[src/rtl/axi_buffer_rab_ft.sv]
// axi_buffer_rab_ft
//   Valid/ready elastic FIFO for one AXI channel inside the RAB. Stores full
//   DATA_WIDTH beats in order. Any depth >= 2 is supported because the
//   pointers wrap explicitly at BUFFER_DEPTH-1. With FALL_THROUGH=1 an empty
//   buffer forwards data_in to data_out combinationally.
//
// Ports
//   clk, rst         clock; synchronous active-high reset
//   flush            synchronous discard of all stored beats
//   valid_in, data_in, ready_out    upstream handshake
//   valid_out, data_out, ready_in   downstream handshake
//   elements         stored beat count (0..BUFFER_DEPTH)
//   almost_full      elements >= ALMOST_FULL_THR
//   almost_empty     elements <= ALMOST_EMPTY_THR
module axi_buffer_rab_ft #(
  parameter int DATA_WIDTH       = 32,
  parameter int BUFFER_DEPTH     = 4,
  parameter int LOG_BUFFER_DEPTH = 2,
  parameter int FALL_THROUGH     = 0,
  parameter int ALMOST_FULL_THR  = 3,
  parameter int ALMOST_EMPTY_THR = 1
) (
  input  logic                      clk,
  input  logic                      rst,
  input  logic                      flush,
  input  logic                      valid_in,
  input  logic [DATA_WIDTH-1:0]     data_in,
  output logic                      ready_out,
  output logic [DATA_WIDTH-1:0]     data_out,
  output logic                      valid_out,
  input  logic                      ready_in,
  output logic [LOG_BUFFER_DEPTH:0] elements,
  output logic                      almost_full,
  output logic                      almost_empty
);

  localparam int PW = LOG_BUFFER_DEPTH;
  localparam int CW = LOG_BUFFER_DEPTH + 1;
  localparam logic [PW-1:0] PTR_LAST = PW'(BUFFER_DEPTH - 1);
  localparam logic [CW-1:0] CNT_FULL = CW'(BUFFER_DEPTH);
  localparam logic [CW-1:0] AF_THR   = CW'(ALMOST_FULL_THR);
  localparam logic [CW-1:0] AE_THR   = CW'(ALMOST_EMPTY_THR);

  logic [DATA_WIDTH-1:0] mem [BUFFER_DEPTH];
  logic [PW-1:0]         ptr_in, ptr_out;
  logic [CW-1:0]         count;

  logic full, empty, push, pop;
  logic bypass_mode;  // fall-through configured and nothing stored
  logic bypass_xfer;  // beat goes straight through, storage untouched
  logic write;

  // Explicit wrap keeps non-power-of-two depths correct.
  function automatic logic [PW-1:0] ptr_inc(input logic [PW-1:0] p);
    return (p == PTR_LAST) ? '0 : p + PW'(1);
  endfunction

  assign full  = (count == CNT_FULL);
  assign empty = (count == '0);

  // Depends only on state, flush and rst: no path from ready_in/valid_in,
  // so a pop at full never frees a slot in the same cycle.
  assign ready_out = !full && !flush && !rst;
  assign push      = valid_in && ready_out;

  assign bypass_mode = (FALL_THROUGH != 0) && empty;

  // push already carries the !rst/!flush gating; stored beats need it
  // explicitly so flush/reset mask a pending output.
  assign valid_out = bypass_mode ? push : (!empty && !flush && !rst);
  assign data_out  = bypass_mode ? data_in : mem[ptr_out];
  assign pop       = valid_out && ready_in;

  assign bypass_xfer = bypass_mode && push && pop;
  assign write       = push && !bypass_xfer;

  assign elements     = count;
  assign almost_full  = (count >= AF_THR);
  assign almost_empty = (count <= AE_THR);

  always_ff @(posedge clk) begin
    if (rst || flush) begin
      ptr_in  <= '0;
      ptr_out <= '0;
      count   <= '0;
    end else if (!bypass_xfer) begin
      if (push) ptr_in  <= ptr_inc(ptr_in);
      if (pop)  ptr_out <= ptr_inc(ptr_out);
      count <= count + CW'(push) - CW'(pop);
    end
  end

  // Storage is deliberately not reset; data_out is don't-care while
  // valid_out is low.
  always_ff @(posedge clk) begin
    if (write) mem[ptr_in] <= data_in;
  end

endmodule

[config.mk]
export PLATFORM = sky130hd
export DESIGN_NAME = axi_buffer_rab_ft
export DESIGN_NICKNAME = d
export VERILOG_FILES = /design/src/rtl/axi_buffer_rab_ft.sv
export SDC_FILE = /design/constraint.sdc
export NUM_CORES = 1
export LEC_CHECK = 0
export BUFFER_PORTS_ARGS = -buffer_cell sky130_fd_sc_hd__buf_2
export CAP_MARGIN = 20
export CORE_MARGIN = 2
export CORE_UTILIZATION = 27
export CTS_BUF_LIST = sky130_fd_sc_hd__clkbuf_16
export CTS_CLUSTER_DIAMETER = 100
export DETAILED_ROUTE_END_ITERATION = 7
export GPL_TIMING_DRIVEN = 0
export PLACE_DENSITY_LB_ADDON = 0.08
export SLEW_MARGIN = 40
export SYNTH_ARGS = -nofsm -noshare
export SYNTH_HDL_FRONTEND = slang
export SYNTH_SLANG_ARGS = --single-unit
[constraint.sdc]
create_clock -name clk -period 2.7 [get_ports clk]
set_input_delay 0.405 -clock clk [delete_from_list [all_inputs] [get_ports clk]]
set_output_delay 0.405 -clock clk [all_outputs]
set_load 0.03 [all_outputs]
==> reports/results.txt, run 1 <==
Status: complete, no violations
CTS sink cnt: 137
Ys Warns: 0
Ranking of synthesized cells by area: edfxtp_1 73%, mux4_2 9.8%, mux4_1 4.5%
Area leader, netlist: edfxtp_1
Final antenna diode count: 0
Routed len/inst: 16.8 µm
Syn Nets: 275
Post-route ant nets: 0
Sequential share of the synthesized area: 76.5%
CTS tree: yes
Syn Area/Cell: 23.2 µm²
Unrepaired setup endpoints after global routing: no
Overall power: 0.00463 W
H-tree levels: 4
Power Density: 710 mW/mm²
Starting Density: 27.3%
Register clock-pin slew on the reported worst setup and hold paths: 0.06 ns
Hold Vio Cnt, Final: 0
Vias in the first global route: 2650
Slew @ Worst Pin: 0.574 ns
TritonCTS buffer count: 17
Max-slew violations: 0
Crit path kind: reg -> reg
Core area: 0.0193 mm²
Synth Register Bits: 137
Total GRT Usage: 10.7%
Initial antenna violation count: 1
Final #Nets: 369
Final wirelength: 10.0 mm
Final HPWL DP: 5.74 mm
First-pass GRT wire length: 15.6 mm
Die width: 144 µm
Setup bufs post-CTS: 0
Synth cell types: 29
Setup TNS: 0 ns
I/O Buffers: 75
Placer Congestion: 0.634
Clk_lat worst skew: 0.41 ns
Row count: 51
Cells after synthesis: 227
Min Hold Slack: 0.203 ns
Total leakage power: 2.24 nW
Arrival time worst endpoint: 2.66 ns
Netlist Area Pre-Place: 0.00526 mm²
CTS max path bufs: 2
FILL cells: 1886
Peak supply drop: 0.425 mV
Io pins: 76
Drt drc: 0
Top-area cell type share of the netlist area: 73.1%
FMAX: 0.429 GHz
Slew headroom: 61.7%
CP startpoint kind: flip-flop
# setup viols final: 0
Crit Path Max Fanout: 8
Post-CTS sizing: 0
Worst path required time: 3.03 ns
Max_cap viols: 0
Clock skew: 0.00546 ns
Die Ht: 144 µm
Full die area: 0.0206 mm²
Setup crit end kind: flip-flop
Tcrit/Tclk final: 86.3%
Hold-fix buffers, CTS: 0
Share of cells above drive strength 1: 43.2%
Vias post-DR: 2475
Syn-to-layout area delta: 24.1%
Drt first pass iters: 4
Largest net degree at the start of global routing: 33
Drt via density: 4.14
Root buffer cell: clkbuf_16
Min-Delay Path Class: in -> reg
Initial detailed-routing violation count: 185
Congestion Overflow GR: 0
Final min period: 2.33 ns
[worst max-delay path, cell delays in order, from the launching register on]
cell,delay (ns)
dfxtp_1,0.38
or3b_1,0.40
buf_2,0.18
and2_4,0.17
inv_1,0.05
ha_1,0.22
inv_1,0.05
ha_1,0.13
inv_1,0.05
fa_1,0.37
xnor2_1,0.14
nor3_1,0.12
[through the flow]
| stage | area (µm²) | worst slack (ns) | instances | util (%) |
|---|---|---|---|---|
| floorplan | 5260 | 0.359 | 227 | - |
| global placement | 5970 | 0.240 | 567 | 31.0 |
| detailed placement | 5980 | 0.211 | 567 | 31.0 |
| CTS | 6530 | 0.351 | 598 | 33.9 |
| global route | 6530 | 0.175 | 598 | 33.9 |
| finish | 6530 | 0.369 | 598 | 33.9 |
[area by class of cell]
class | count | area (µm²) | area share (%)
Sequential cell | 137 | 4020 | 61.7
Multi-Input combinational cell | 74 | 1130 | 17.3
Clock buffer | 17 | 425 | 6.52
Timing Repair Buffer | 75 | 375 | 5.75
Tap cell | 265 | 332 | 5.08
Clock inverter | 14 | 119 | 1.82
Buffer | 8 | 91.3 | 1.40
Inverter | 8 | 30.0 | 0.460
[layer usage]
layer,track usage (%),up-vias,routed length (µm)
met1,13.7,1273,4530
met3,3.83,15,518
met2,16.1,53,4770
met4,5.42,2,193
li1,-,1132,-
met5,0,-,14
[state kept, by name (all words and copies together) (netlist names), named ones only]
register / count
ptr_in: 2
ptr_out: 2
elements: 3
mem: 128
[path summary, 6_finish.rpt]
path	from	end	slack [ns]	depth (start not counted)
worst max-delay path	elements[1]$_SDFF_PP0_	elements[2]$_SDFF_PP0_	0.37	11
worst min-delay path	data_in[3]	mem[3][3]$_DFFE_PP_	0.20	1
worst max register to register	elements[1]$_SDFF_PP0_	elements[2]$_SDFF_PP0_	0.37	11
worst min register to register	ptr_out[1]$_SDFFE_PP0N_	flip-flop	0.49	2
[power breakdown]
group	total (W)	switching, W	leakage, nW	internal (W)
sequential	0.00235	0.00000648	1.23	0.00235
clock	0.00213	0.000805	0.282	0.00132
combinational	0.000153	0.0000967	0.725	0.0000561
[cell usage in the layout (no fill, tap or decap), types with 2 or more instances in the layout]
| cell type | count |
|---|---|
| edfxtp_1 | 128 |
| buf_2 | 79 |
| mux4_2 | 23 |
| clkbuf_16 | 17 |
| inv_1 | 12 |
| ha_1 | 10 |
| mux4_1 | 9 |
| dfxtp_1 | 9 |
| nand2_1 | 6 |
| and3_4 | 4 |
| clkinv_2 | 4 |
| buf_12 | 3 |
| nand3_1 | 2 |
| o21ai_2 | 2 |
| mux2i_1 | 2 |
| nor3_1 | 2 |
| bufinv_16 | 2 |
| clkinv_1 | 2 |
[synth_stat cells (all sizes together)]
master and count:
mux4 32, or2 1, a32o 1, o311a 1
and2 3, mux2i 2, edfxtp 128, o31a 1
o21ai 3, buf 8, nor3 2, fa 1
nand3 2, nor3b 1, nor2 2, dfxtp 9
and3 4, inv 8, ha 10, xnor2 1
or3b 1, nand2 6
[kinds of logic after synthesis]
logic type,count (synthesis),synth area share [%]
flip-flops,137,76.5
multiplexers,34,14.7
AND/OR/NAND/NOR,22,2.52
buffers and inverters,16,2.31
adder cells (fa/ha/maj),11,2.76
AO/OA/AOI/OAI,6,1.02
XOR/XNOR,1,0.167
Power figures use the tool's default switching activity.
==> inputs of run 2 (changes only) <==
--- a/config.mk
+++ b/config.mk
@@ -14,6 +14,7 @@
 export DETAILED_ROUTE_END_ITERATION = 7
 export GPL_TIMING_DRIVEN = 0
 export PLACE_DENSITY_LB_ADDON = 0.08
+export RECOVER_POWER = 25
 export SLEW_MARGIN = 40
 export SYNTH_ARGS = -nofsm -noshare
 export SYNTH_HDL_FRONTEND = slang
==> reports/results.txt, run 2 (synthesized netlist as in run 1, its figures left out) <==
# setup viols final: 0
Biggest regs: mem (128), elements (3)
Row count: 51
Most frequent cells in the layout: 128 x edfxtp_1, 57 x buf_2, 23 x mux4_2, 22 x clkbuf_1, 17 x clkbuf_16
Power Density: 713 mW/mm²
Congestion Overflow GR: 0
Total GRT Usage: 10.7%
Drt via density: 4.13
Placer Congestion: 0.634
CTS tree: yes
Full die area: 0.0206 mm²
Starting Density: 27.3%
Max-slew violations: 0
Critical path's top delay family: adder cells
Share of cells above drive strength 1: 36.6%
First-pass GRT wire length: 15.6 mm
Root buffer cell: clkbuf_16
CTS max path bufs: 2
Overall power: 0.00464 W
Drt first pass iters: 4
Crit-path cells: or3b_1 -> buf_2 -> and2_4 -> inv_1 -> ha_1 -> inv_1 -> ha_1 -> inv_1 -> fa_1 -> xnor2_1 -> nor3_1
Max incr delay on CP: 0.40 ns
Final #Nets: 369
Setup bufs post-CTS: 0
Post-route ant nets: 0
Reg2Reg Setup Slack: 0.36 ns
Crit path kind: reg -> reg
Peak supply drop: 0.424 mV
Finished Layout Cells: 598
Crit Path Max Fanout: 8
Vias in the first global route: 2650
Total leakage power: 2.18 nW
Final wirelength: 10.1 mm
Die width: 144 µm
Unrepaired setup endpoints after global routing: no
Slew headroom: 61.5%
Final HPWL DP: 5.74 mm
Min Hold Slack: 0.210 ns
Hold Vio Cnt, Final: 0
Setup crit end kind: flip-flop
Post-CTS sizing: 0
Io pins: 76
Dpl cells: 567
Critical path buffers and inverters: 4
Crit-path most repeated cell: inv_1
Commonest non-fill, non-tap cell in the layout: edfxtp_1
Vias post-DR: 2470
Status: complete, no violations
Routed len/inst: 16.8 µm
FMAX: 0.428 GHz
CP startpoint kind: flip-flop
CTS sink cnt: 137
Final min period: 2.34 ns
I/O Buffers: 75
Initial detailed-routing violation count: 200
Clock skew: 0.00573 ns
Core area: 0.0193 mm²
Die Ht: 144 µm
Final antenna diode count: 0
Largest register FFs: 128
Initial antenna violation count: 0
Worst path required time: 3.03 ns
Arrival time worst endpoint: 2.67 ns
Setup TNS: 0 ns
Drt drc: 0
Min-Delay Path Class: in -> reg
Hold-fix buffers, CTS: 0
Syn-to-layout area delta: 23.5%
Slew @ Worst Pin: 0.577 ns
Max_cap viols: 0
Biggest register: mem
Register clock-pin slew on the reported worst setup and hold paths: 0.05 ns
H-tree levels: 4
Largest net degree at the start of global routing: 33
Tcrit/Tclk final: 86.5%
Clk_lat worst skew: 0.41 ns
TritonCTS buffer count: 17
Crit path max-delay cell type: or3b_1
## run 2: path summary, 6_finish.rpt
| path | start | end | depth (start not counted) |
|---|---|---|---|
| max | elements[1]$_SDFF_PP0_ | elements[2]$_SDFF_PP0_ | 11 |
| min | data_in[18] | mem[2][18]$_DFFE_PP_ | 1 |
| max reg2reg | elements[1]$_SDFF_PP0_ | elements[2]$_SDFF_PP0_ | 11 |
| min reg2reg | ptr_out[1]$_SDFFE_PP0N_ | flip-flop | 2 |
## run 2: metrics by stage
step / worst slack [ns] / utilization [%] / instance area, µm²
floorplan: 0.359 / - / 5260
detailed placement: 0.211 / 31.0 / 5980
global route: 0.175 / 33.7 / 6500
finish: 0.364 / 33.7 / 6500
global placement: 0.240 / 31.0 / 5970
CTS: 0.351 / 33.9 / 6530
## run 2: per-layer routing
| layer | global-route usage [%] | wire [µm] |
|---|---|---|
| met1 | 13.7 | 4570 |
| met2 | 16.1 | 4780 |
| met3 | 3.83 | 527 |
| met4 | 5.42 | 191 |
| met5 | 0 | 0 |
## run 2: layout make-up
| type | count | area [µm²] |
|---|---|---|
| fillers | 1884 | 12800 |
| well taps | 265 | 332 |
| multi-input cells | 74 | 1130 |
| inverters | 8 | 30.0 |
| clock inverters | 14 | 119 |
| plain buffers | 8 | 91.3 |
| repair buffers | 75 | 348 |
| clock buffers | 17 | 425 |
| flip-flops and latches | 137 | 4020 |
## run 2: power breakdown
part	leakage (nW)	switching [W]	total, W	internal, W
sequential	1.23	0.00000645	0.00235	0.00235
combinational	0.665	0.0000965	0.000148	0.0000515
clock	0.282	0.000812	0.00214	0.00132
## run 2: worst register-to-register path, cell delays in order (launching register included)
cell,delay [ns]
dfxtp_1,0.39
or3b_1,0.40
buf_2,0.18
and2_4,0.17
inv_1,0.05
ha_1,0.22
inv_1,0.05
ha_1,0.13
inv_1,0.05
fa_1,0.37
xnor2_1,0.14
nor3_1,0.12
